==> src/rtl/mul_pkg.sv <==
// Shared definitions for the multiplier / accumulator datapath.
// The default widths match the multiplier's 16-bit FULL_SIGNED and FULL_MIXED builds.
package mul_pkg;

    localparam int LEN_DEF     = 16;
    localparam int ACC_LEN_DEF = 40;
    localparam int CNT_LEN_DEF = 8;

    typedef enum logic [0:0] {
        ACCUM = 1'b0,
        HOLD  = 1'b1
    } state_t;

endpackage

==> src/rtl/mul_accum_if.sv <==
// Product stream in, batch result out.
// The slave side is the accumulator. The master side is the producer and consumer pair.
interface mul_accum_if
    import mul_pkg::*;
#(
    parameter int LEN     = LEN_DEF,
    parameter int ACC_LEN = ACC_LEN_DEF,
    parameter int CNT_LEN = CNT_LEN_DEF
);

    logic [2*LEN-1:0]   P;
    logic               P_VALID;
    logic               P_LAST;
    logic               P_READY;
    logic               CLR;
    logic [ACC_LEN-1:0] Y;
    logic [CNT_LEN-1:0] Y_CNT;
    logic               Y_OVF;
    logic               Y_VALID;
    logic               Y_READY;

    modport master (
        output P, P_VALID, P_LAST, CLR, Y_READY,
        input  P_READY, Y, Y_CNT, Y_OVF, Y_VALID
    );

    modport slave (
        input  P, P_VALID, P_LAST, CLR, Y_READY,
        output P_READY, Y, Y_CNT, Y_OVF, Y_VALID
    );

endinterface

==> src/rtl/mul_accum_add.sv <==
// Combinational accumulate step: sign-extends a product and adds it to the accumulator.
// It also flags signed overflow. When clr is set, the old accumulator is treated as zero.
module mul_accum_add #(
    parameter int LEN     = 16,
    parameter int ACC_LEN = 40
) (
    input  logic [ACC_LEN-1:0] acc,
    input  logic [2*LEN-1:0]   p,
    input  logic               clr,
    output logic [ACC_LEN-1:0] sum,
    output logic               ovf
);

    logic [ACC_LEN-1:0] base_s;
    logic [ACC_LEN-1:0] p_ext_s;

    // Pick the base operand, extend the product, and add with the overflow flag.
    always_comb begin
        base_s  = clr ? {ACC_LEN{1'b0}} : acc;
        p_ext_s = ACC_LEN'($signed(p));
        sum     = base_s + p_ext_s;
        ovf     = (base_s[ACC_LEN-1] == p_ext_s[ACC_LEN-1]) &&
                  (sum[ACC_LEN-1] != base_s[ACC_LEN-1]);
    end

endmodule

==> src/rtl/mul_accum.sv <==
// Batch accumulator for signed multiplier products, using valid/ready on both sides.
// It emits one held result per batch. A batch ends on the term marked P_LAST.
module mul_accum
    import mul_pkg::*;
#(
    parameter int LEN     = LEN_DEF,
    parameter int ACC_LEN = ACC_LEN_DEF,
    parameter int CNT_LEN = CNT_LEN_DEF
) (
    input  logic        clk,
    input  logic        rst,
    mul_accum_if.slave  bus
);

    localparam logic [CNT_LEN-1:0] CNT_MAX = {CNT_LEN{1'b1}};

    state_t             state_r;
    logic [ACC_LEN-1:0] acc_r;
    logic [CNT_LEN-1:0] cnt_r;
    logic               ovf_r;
    logic [ACC_LEN-1:0] y_r;
    logic [CNT_LEN-1:0] y_cnt_r;
    logic               y_ovf_r;
    logic               y_valid_r;
    logic               p_ready_r;

    logic [ACC_LEN-1:0] sum_s;
    logic               add_ovf_s;
    logic [CNT_LEN-1:0] cnt_base_s;
    logic [CNT_LEN-1:0] cnt_next_s;
    logic               ovf_next_s;
    logic               p_beat_s;
    logic               y_beat_s;

    mul_accum_add #(
        .LEN     (LEN),
        .ACC_LEN (ACC_LEN)
    ) u_add (
        .acc (acc_r),
        .p   (bus.P),
        .clr (bus.CLR),
        .sum (sum_s),
        .ovf (add_ovf_s)
    );

    // Handshake beats, and the counter and overflow values that follow when CLR applies first.
    always_comb begin
        p_beat_s   = bus.P_VALID & p_ready_r;
        y_beat_s   = y_valid_r & bus.Y_READY;
        cnt_base_s = bus.CLR ? {CNT_LEN{1'b0}} : cnt_r;
        if (cnt_base_s == CNT_MAX) begin
            cnt_next_s = cnt_base_s;
        end else begin
            cnt_next_s = cnt_base_s + CNT_LEN'(1'b1);
        end
        ovf_next_s = (bus.CLR ? 1'b0 : ovf_r) | add_ovf_s;
    end

    // Batch FSM. Result registers are loaded only on the closing beat, so Y holds during HOLD.
    always_ff @(posedge clk or posedge rst) begin
        if (rst) begin
            state_r   <= ACCUM;
            acc_r     <= {ACC_LEN{1'b0}};
            cnt_r     <= {CNT_LEN{1'b0}};
            ovf_r     <= 1'b0;
            y_r       <= {ACC_LEN{1'b0}};
            y_cnt_r   <= {CNT_LEN{1'b0}};
            y_ovf_r   <= 1'b0;
            y_valid_r <= 1'b0;
            p_ready_r <= 1'b1;
        end else begin
            case (state_r)
                ACCUM: begin
                    if (p_beat_s && bus.P_LAST) begin
                        y_r       <= sum_s;
                        y_cnt_r   <= cnt_next_s;
                        y_ovf_r   <= ovf_next_s;
                        y_valid_r <= 1'b1;
                        acc_r     <= {ACC_LEN{1'b0}};
                        cnt_r     <= {CNT_LEN{1'b0}};
                        ovf_r     <= 1'b0;
                        p_ready_r <= 1'b0;
                        state_r   <= HOLD;
                    end else if (p_beat_s) begin
                        acc_r <= sum_s;
                        cnt_r <= cnt_next_s;
                        ovf_r <= ovf_next_s;
                    end else if (bus.CLR) begin
                        acc_r <= {ACC_LEN{1'b0}};
                        cnt_r <= {CNT_LEN{1'b0}};
                        ovf_r <= 1'b0;
                    end else begin
                        acc_r <= acc_r;
                    end
                end
                HOLD: begin
                    // CLR is ignored here, so a finished result is never discarded.
                    if (y_beat_s) begin
                        y_valid_r <= 1'b0;
                        p_ready_r <= 1'b1;
                        state_r   <= ACCUM;
                    end else begin
                        y_valid_r <= y_valid_r;
                    end
                end
                default: begin
                    state_r   <= ACCUM;
                    y_valid_r <= 1'b0;
                    p_ready_r <= 1'b1;
                end
            endcase
        end
    end

    assign bus.P_READY = p_ready_r;
    assign bus.Y       = y_r;
    assign bus.Y_CNT   = y_cnt_r;
    assign bus.Y_OVF   = y_ovf_r;
    assign bus.Y_VALID = y_valid_r;

endmodule
==> src/flat_wrapper.sv <==
// flat-port wrapper written by rule: the top's interface ports become plain ports
module mul_accum_flat import mul_pkg::*;
#(
    parameter int LEN     = LEN_DEF,
    parameter int ACC_LEN = ACC_LEN_DEF,
    parameter int CNT_LEN = CNT_LEN_DEF
)
  (clk, rst, bus_P, bus_P_VALID, bus_P_LAST, bus_CLR, bus_Y_READY, bus_P_READY, bus_Y, bus_Y_CNT, bus_Y_OVF, bus_Y_VALID);
  mul_accum_if #(.LEN(LEN), .ACC_LEN(ACC_LEN), .CNT_LEN(CNT_LEN)) bus_i ();
  input  logic clk;
  input  logic rst;
  input wire logic [$bits(bus_i.P)-1:0] bus_P;
  input wire logic [$bits(bus_i.P_VALID)-1:0] bus_P_VALID;
  input wire logic [$bits(bus_i.P_LAST)-1:0] bus_P_LAST;
  input wire logic [$bits(bus_i.CLR)-1:0] bus_CLR;
  input wire logic [$bits(bus_i.Y_READY)-1:0] bus_Y_READY;
  output wire logic [$bits(bus_i.P_READY)-1:0] bus_P_READY;
  output wire logic [$bits(bus_i.Y)-1:0] bus_Y;
  output wire logic [$bits(bus_i.Y_CNT)-1:0] bus_Y_CNT;
  output wire logic [$bits(bus_i.Y_OVF)-1:0] bus_Y_OVF;
  output wire logic [$bits(bus_i.Y_VALID)-1:0] bus_Y_VALID;
  assign bus_i.P = bus_P;
  assign bus_i.P_VALID = bus_P_VALID;
  assign bus_i.P_LAST = bus_P_LAST;
  assign bus_i.CLR = bus_CLR;
  assign bus_i.Y_READY = bus_Y_READY;
  assign bus_P_READY = bus_i.P_READY;
  assign bus_Y = bus_i.Y;
  assign bus_Y_CNT = bus_i.Y_CNT;
  assign bus_Y_OVF = bus_i.Y_OVF;
  assign bus_Y_VALID = bus_i.Y_VALID;
  mul_accum #(.LEN(LEN), .ACC_LEN(ACC_LEN), .CNT_LEN(CNT_LEN)) u_core (.clk(clk), .rst(rst), .bus(bus_i));
endmodule
==> config.mk <==
export PLATFORM = sky130hd
export DESIGN_NAME = mul_accum_flat
export DESIGN_NICKNAME = d
export VERILOG_FILES = /design/src/rtl/mul_pkg.sv /design/src/rtl/mul_accum_if.sv /design/src/rtl/mul_accum_add.sv /design/src/rtl/mul_accum.sv /design/src/flat_wrapper.sv
export SDC_FILE = /design/constraint.sdc
export NUM_CORES = 1
export LEC_CHECK = 0
export CAP_MARGIN = 20
export CORE_MARGIN = 2
export CORE_UTILIZATION = 40
export CTS_CLUSTER_SIZE = 25
export DETAILED_ROUTE_END_ITERATION = 6
export GPL_ROUTABILITY_DRIVEN = 0
export GPL_TIMING_DRIVEN = 1
export SLEW_MARGIN = 30
export SYNTH_ARGS = -nofsm -noshare
export SYNTH_HDL_FRONTEND = slang
export SYNTH_SLANG_ARGS = --single-unit
==> constraint.sdc <==
create_clock -name clk -period 4.57 [get_ports clk]
set_input_delay 1.371 -clock clk [delete_from_list [all_inputs] [get_ports clk]]
set_output_delay 1.371 -clock clk [all_outputs]
set_load 0.01 [all_outputs]
==> insert_results.sql, run 1 <==
INSERT INTO impl_metrics (metric_group, metric, value, unit) VALUES
('status', 'outcome', 'finished, final reports clean', ''),
('clock_network', 'tritoncts', 'done', ''),
('route', 'detailedRoute.firstPassIterationCount', '5', ''),
('yosys', 'synthesis.yosys.warnings', '0', ''),
('sta', 'hold_violation_count_in_the_final_report', '0', ''),
('route', 'detailroute.via_count', '5377', ''),
('yosys', 'synth_seq_area_share', '39.8', '%'),
('route', 'detailed_route_drc_error_count', '0', ''),
('yosys', 'post_synth_main_area_contributors', 'sky130_fd_sc_hd__dfrtp_1 39%, sky130_fd_sc_hd__ha_1 7.9%, sky130_fd_sc_hd__nand2_1 5.4%', ''),
('global_route', 'groute.usage.overall', '20.7', '%'),
('clock_network', 'ctsLongestPathBuffers', '2', ''),
('setup_path', 'cp_slowest_cell', 'sky130_fd_sc_hd__clkdlybuf4s50_1', ''),
('sta', 'skew', '0.00702', 'ns'),
('final_layout', 'nets', '855', ''),
('final_layout', 'drive_gt1_share', '8.96', '%'),
('yosys', 'synth_seq_cells', '101', ''),
('final_layout', 'post-route-cell-area', '0.00785', 'mm^2'),
('pwr', 'power.static_leakage', '0.00365', 'uW'),
('sta', 'fin_tns_setup', '0', 'ns'),
('yosys', 'synth.lib_cells_used.distinct', '55', ''),
('route', 'wl_per_cell', '16.8', 'um'),
('global_route', 'grt_antenna_before_repair', '0', ''),
('setup_path', 'cp_max_fo', '7', ''),
('sta', 'worst_slack', '0.386', 'ns'),
('floorplanning', 'coreArea', '0.0157', 'mm^2'),
('sta', 'worst_hold_slack', '0.471', 'ns'),
('final_layout', 'antenna-diode-count', '0', ''),
('global_route', 'grt_start_max_net_pins', '60', ''),
('floorplanning', 'num_rows', '46', ''),
('floorplanning', 'ios', '89', ''),
('clock_network', 'clock_tree.root_cell', 'sky130_fd_sc_hd__clkbuf_16', ''),
('global_route', 'grt_first_pass_wirelength', '27600', 'um'),
('setup_path', 'critical_path.max_stage_delay', '0.47', 'ns'),
('yosys', 'post_synth_inst_count', '692', ''),
('route', 'route.detailed.vias_per_inst', '5.39', ''),
('floorplanning', 'die_width', '130', 'um'),
('sta', 'worst_slew_margin_rel', '47.3', '%'),
('sta', 'final.period_utilization', '91.6', '%'),
('sta', 'report.final.setup_viol', '0', ''),
('clock_network', 'clkSinkCount', '101', ''),
('setup_path', 'cp_data_arrival_time', '4.42', 'ns'),
('yosys', 'netlist.area_leader.share', '39.4', '%'),
('yosys', 'synth.cells.most_frequent', '100 x sky130_fd_sc_hd__dfrtp_1, 92 x sky130_fd_sc_hd__nand2_1, 46 x sky130_fd_sc_hd__a21oi_1, 46 x sky130_fd_sc_hd__nor2b_1, 40 x sky130_fd_sc_hd__ha_1', ''),
('pwr', 'power.density', '236', 'mW/mm^2'),
('sta', 'worst-slew-pin-transition', '0.791', 'ns'),
('route', 'route.final.wire_length', '16700', 'um'),
('global_route', 'vias_in_the_first_global_route', '5439', ''),
('placement', 'detailed_place.area', '0.00754', 'mm^2'),
('yosys', 'mappedNetlistArea', '0.00636', 'mm^2'),
('floorplanning', 'start_util', '40.5', '%'),
('sta', 'grt_setup_unrepaired', 'no', ''),
('placement', 'placement.setup.worst_slack', '0.0593', 'ns'),
('yosys', 'synth_async_sr_flop_share', '100', '%'),
('yosys', 'count_of_flip_flops_with_a_built_in_enable_after_synthesis', '0', ''),
('placement', 'io_buffer_count', '88', ''),
('setup_path', 'critPathCaptureType', 'flip-flop', ''),
('worst_hold_path', 'hp-class', 'flip-flop to flip-flop', ''),
('clock_network', 'post_cts_resize_count', '0', ''),
('clock_network', 'post_cts.repair.setup_buffers', '0', ''),
('setup_path', 'criticalPathCategory', 'input port to flip-flop', ''),
('yosys', 'yosys.area.top_type', 'sky130_fd_sc_hd__dfrtp_1', ''),
('yosys', 'ys_dominant_reg_cell', 'sky130_fd_sc_hd__dfrtp_1', ''),
('clock_network', 'cts.clk_slew.worst_paths', '0.07', 'ns'),
('yosys', 'syn_avg_cell_area', '9.19', 'um^2'),
('floorplanning', 'die_area', '0.0169', 'mm^2'),
('placement', 'dp_hpwl', '11900', 'um'),
('setup_path', 'kind_of_start_point_of_the_critical_path', 'input port', ''),
('setup_path', 'worstPathCellList', 'clkdlybuf4s50_1 > ha_1 > inv_1 > fa_1 > and2b_1 > o211ai_1 > a31o_1 > nor3_2 > nor2_2 > o31ai_1 > a31oi_1 > xnor2_1 > mux2_2', ''),
('sta', 'peak_freq', '0.239', 'GHz'),
('setup_path', 'worst-endpoint-required', '4.81', 'ns'),
('route', 'ant_nets', '0', '');
[metrics by stage]
step,instances,power [uW]
2_1_floorplan,692,1000
3_5_place_dp,981,1080
5_1_grt,997,1920
4_1_cts,997,1880
3_3_place_gp,981,1080
6_report,997,1850
[worst max-delay path, delay by kind of cell]
family | cells | cell delay (ns)
AO/OA/AOI/OAI | 4 | 0.91
adder cells (fa/ha/maj) | 2 | 0.58
AND/OR/NAND/NOR | 3 | 0.58
buffers and inverters | 2 | 0.53
multiplexers | 1 | 0.28
XOR/XNOR | 1 | 0.17
[kinds of logic after synthesis]
family,synth area share (%)
xor+xnor,5.79
mux,4.21
flops,39.8
fa+ha+maj,8.19
buf+inv,3.17
simple gates,17.2
compound gates,21.6
[sequential cells by signal (all words and copies together) (netlist names)]
signal	cells
u_core.bus.Y	40
u_core.cnt_r	8
u_core.state_r	1
u_core.bus.Y_CNT	8
u_core.bus.Y_VALID	1
u_core.acc_r	40
u_core.ovf_r	1
u_core.bus.P_READY	1
u_core.bus.Y_OVF	1
[routing by layer]
metal	wire length, um	track usage, %	share of wire, %
met5	0	0	0
met4	354	8.22	2.1
met3	598	2.87	3.6
met2	7500	32.7	45
met1	8260	28.8	49
[path summary, 6_finish.rpt]
check | start | endpoint | slack, ns | depth (start not counted)
max in group asynchronous | rst | u_core.bus.P_READY | 2.27 | 3
max | bus_P[0] | u_core.bus.Y[30] | 0.39 | 13
min reg2reg | u_core.bus.Y[35] | u_core.bus.Y[35] | 0.47 | 2
min in group asynchronous | rst | u_core.bus.Y[19] | 1.53 | 2
min | u_core.bus.Y[35] | u_core.bus.Y[35] | 0.47 | 2
max reg2reg | u_core.acc_r[0] | u_core.bus.Y[30] | 1.36 | 13
[final cells by class]
cell class                 instances  area (um^2)
multi-input combinational        539         3630
tap                              216          270
fill                            1487         7870
clock inverter                     1         30.0
clock buffer                      15          268
sequential                       101         2530
inverter                          18         70.1
timing repair buffer             107         1040
[layout by cell type (no fill, tap or decap), drive strengths merged, types with 3 or more instances in the layout]
| cell | netlist | routed |
|---|---|---|
| or2 | 4 | 4 |
| o21a | 4 | 4 |
| mux2 | 22 | 22 |
| a31oi | 10 | 10 |
| o21ai | 49 | 49 |
| dfrtp | 100 | 100 |
| nand2 | 92 | 92 |
| xnor2 | 24 | 24 |
| a21o | 17 | 17 |
| clkdlybuf4s50 | 0 | 87 |
| nor2b | 46 | 46 |
| a21oi | 48 | 48 |
| a211oi | 7 | 7 |
| o211ai | 7 | 7 |
| nor2 | 33 | 33 |
| and2 | 3 | 3 |
| clkbuf | 24 | 15 |
| xor2 | 18 | 18 |
| nand4 | 9 | 9 |
| nand2b | 5 | 5 |
| ha | 40 | 40 |
| o31ai | 7 | 7 |
| inv | 18 | 18 |
| o21bai | 6 | 6 |
| nor3 | 6 | 6 |
| a22o | 35 | 35 |
| buf | 10 | 20 |
| nand3 | 16 | 16 |
| and3 | 8 | 8 |
[report_power, final]
part	internal, uW	switching, uW
clock	456	336
combinational	67.1	102
sequential	894	0.0000000000000416
No activity file was read; power rests on OpenSTA's default activity.
==> inputs of run 2 (changes only) <==
CTS_CLUSTER_DIAMETER = 100   (was default)
==> results of run 2 <==
No change in the layout: final DEF, timing and power equal those of run 1.
==> inputs of run 3 (changes only) <==
RECOVER_POWER = 100   (was default)
==> insert_results.sql, run 3 (synthesis gave the netlist of run 1 again) <==
INSERT INTO impl_metrics (metric_group, metric, value, unit) VALUES
('status', 'outcome', 'finished, violations left', ''),
('status', 'violations', 'capacitance limit, slew limit', ''),
('pwr', 'power.density', '238', 'mW/mm^2'),
('setup_path', 'r2r-end', 'u_core.bus.Y[30]', ''),
('clock_network', 'cts-buffers-inserted', '9', ''),
('sta', 'worst_slew_margin_rel', '-62.8', '%'),
('clock_network', 'tritoncts', 'done', ''),
('route', 'wl_per_cell', '16.7', 'um'),
('floorplanning', 'die_height', '130', 'um'),
('final_layout', 'antenna-diode-count', '0', ''),
('sta', 'worst-slew-pin-transition', '2.44', 'ns'),
('floorplanning', 'coreArea', '0.0157', 'mm^2'),
('setup_path', 'cp_bufs_invs', '2', ''),
('global_route', 'groute.usage.overall', '20.7', '%'),
('final_layout', 'highest_count_cells_in_the_layout_ignoring_fill_and_taps', '100 x sky130_fd_sc_hd__dfrtp_1, 92 x sky130_fd_sc_hd__nand2_1, 53 x sky130_fd_sc_hd__dlygate4sd3_1', ''),
('clock_network', 'clock_tree.root_cell', 'sky130_fd_sc_hd__clkbuf_16', ''),
('setup_path', 'r2r_start', 'u_core.acc_r[0]', ''),
('setup_path', 'worstRegToRegCells', '13', ''),
('floorplanning', 'start_util', '40.5', '%'),
('final_layout', 'post-route-cell-area', '0.00779', 'mm^2'),
('placement', 'detailed_place.area', '0.00754', 'mm^2'),
('placement', 'io_buffer_count', '88', ''),
('final_layout', 'drive_gt1_share', '7.17', '%'),
('route', 'detailedRoute.firstPassIterationCount', '5', ''),
('floorplanning', 'num_rows', '46', ''),
('route', 'detailroute.via_count', '5365', ''),
('sta', 'skew', '0.00718', 'ns'),
('final_layout', 'layout.cells.most_common', 'sky130_fd_sc_hd__dfrtp_1', ''),
('global_route', 'grt_first_pass_wirelength', '27600', 'um'),
('final_layout', 'nets', '855', ''),
('clock_network', 'clkSinkCount', '101', ''),
('route', 'detailed_route_drc_error_count', '0', ''),
('setup_path', 'critPathMostFrequentCell', 'sky130_fd_sc_hd__a21oi_1', ''),
('global_route', 'grt.overflow.total', '0', ''),
('route', 'ant_nets', '0', ''),
('final_layout', 'syn_to_final_growth', '22.6', '%'),
('route', 'route.final.wire_length', '16700', 'um'),
('sta', 'report.final.setup_viol', '0', ''),
('setup_path', 'worst-endpoint-required', '4.81', 'ns'),
('worst_hold_path', 'hold_path_sink', 'u_core.bus.Y[35]', ''),
('clock_network', 'cts.hold.buffers_added', '0', ''),
('clock_network', 'clk-insertion-delay-late', '0.36', 'ns'),
('placement', 'placed_cells', '981', ''),
('worst_hold_path', 'hp-class', 'flip-flop to flip-flop', ''),
('sta', 'grt_setup_unrepaired', 'no', ''),
('pwr', 'p_total', '1850', 'uW'),
('setup_path', 'cp_slowest_cell', 'sky130_fd_sc_hd__ha_1', ''),
('route', 'route.detailed.vias_per_inst', '5.38', ''),
('floorplanning', 'ios', '89', ''),
('final_layout', 'finalNonFillerCells', '997', ''),
('clock_network', 'cts.clk_slew.worst_paths', '0.07', 'ns'),
('setup_path', 'critPathCaptureType', 'flip-flop', ''),
('sta', 'hold_violation_count_in_the_final_report', '0', ''),
('setup_path', 'worstPathCellList', 'clkbuf_1 > buf_12 > nor2b_1 > ha_1 > and3_1 > nand4_1 > a2111o_1 > a21oi_1 > o21ai_0 > a21oi_1 > a311o_1 > xor2_1 > mux2_2', ''),
('floorplanning', 'die_area', '0.0169', 'mm^2'),
('pwr', 'ir_worst_vdd', '180', 'uV'),
('final_layout', 'fin_util', '49.6', '%'),
('global_route', 'vias_in_the_first_global_route', '5439', ''),
('route', 'detailedRoute.firstIterationViolations', '315', ''),
('worst_hold_path', 'min_path_cells', '2', ''),
('setup_path', 'critical_path.max_stage_delay', '0.39', 'ns'),
('worst_hold_path', 'worst_hold_startpoint', 'u_core.bus.Y[35]', ''),
('placement', 'dp_hpwl', '11900', 'um'),
('floorplanning', 'die_width', '130', 'um'),
('setup_path', 'kind_of_start_point_of_the_critical_path', 'input port', ''),
('clock_network', 'ctsLongestPathBuffers', '2', ''),
('flow_run', 'drv_cap', '2', ''),
('sta', 'final.period_utilization', '93.1', '%'),
('pwr', 'power.static_leakage', '0.00381', 'uW'),
('global_route', 'grt_start_max_net_pins', '60', ''),
('clock_network', 'ctsHtreeMaxLevel', '3', ''),
('final_layout', 'filler_cell_count', '1501', ''),
('setup_path', 'cp_max_fo', '30', ''),
('setup_path', 'cp_data_arrival_time', '4.50', 'ns'),
('sta', 'fin_tns_setup', '0', 'ns'),
('clock_network', 'post_cts_resize_count', '0', ''),
('global_route', 'grt_antenna_before_repair', '0', ''),
('sta', 'report.final.slew_viol_count', '107', ''),
('setup_path', 'criticalPathCategory', 'input port to flip-flop', ''),
('setup_path', 'delay_heaviest_family_cp', 'compound AO/OA/AOI/OAI gates', ''),
('clock_network', 'post_cts.repair.setup_buffers', '0', ''),
('sta', 'peak_freq', '0.235', 'GHz'),
('sta', 'post-route-min-period', '4.26', 'ns'),
('setup_path', 'reg2reg_setup_slack', '1.28', 'ns');
run 3: area by class of cell:
| type | count | area [um^2] | share of cell area [%] |
|---|---|---|---|
| Sequential cell | 101 | 2530 | 32.5 |
| Inverter | 18 | 67.6 | 0.867 |
| Timing Repair Buffer | 107 | 1020 | 13.2 |
| Multi-Input combinational cell | 539 | 3600 | 46.2 |
| Tap cell | 216 | 270 | 3.47 |
| Clock buffer | 15 | 268 | 3.44 |
| Clock inverter | 1 | 30.0 | 0.385 |
run 3: worst min-delay path, cell delays in order (launching register included):
cell,delay (ns)
sky130_fd_sc_hd__dfrtp_1,0.34
sky130_fd_sc_hd__nand2_1,0.05
sky130_fd_sc_hd__nand2_1,0.05
run 3: worst max-delay path by stage:
stage / cells after the start / slack (ns) / end / start
2_1_floorplan: 15 / 0.29 / u_core.bus.Y[26] / bus_CLR
3_3_place_gp: 13 / 0.12 / u_core.bus.Y[26] / bus_P[0]
3_5_place_dp: 13 / 0.06 / u_core.bus.Y[30] / bus_P[0]
4_1_cts: 13 / 0.43 / u_core.bus.Y[30] / bus_P[0]
5_1_grt: 13 / 0.11 / u_core.bus.Y[34] / bus_P[0]
6_report: 13 / 0.31 / u_core.bus.Y[27] / bus_CLR
run 3: where the power goes:
part	internal, uW	total (uW)	switching [uW]
combinational	65.8	167	101
clock	456	792	336
sequential	894	894	0.0000000000000427
run 3: per-layer routing:
layer	track usage [%]	wire length, um	share of wire (%)	vias to the layer above
met5	0	0	0	-
met4	8.22	350	2.1	0
met3	2.87	590	3.5	25
met2	32.7	7560	45	118
met1	28.8	8180	49	2580
li1	-	-	-	2642
run 3: through the flow:
step,setup slack (ns),hold WS [ns]
floorplan,0.292,0.442
global placement,0.116,0.461
detailed placement,0.0593,0.463
CTS,0.429,0.480
global route,0.111,0.499
finish,0.315,0.466
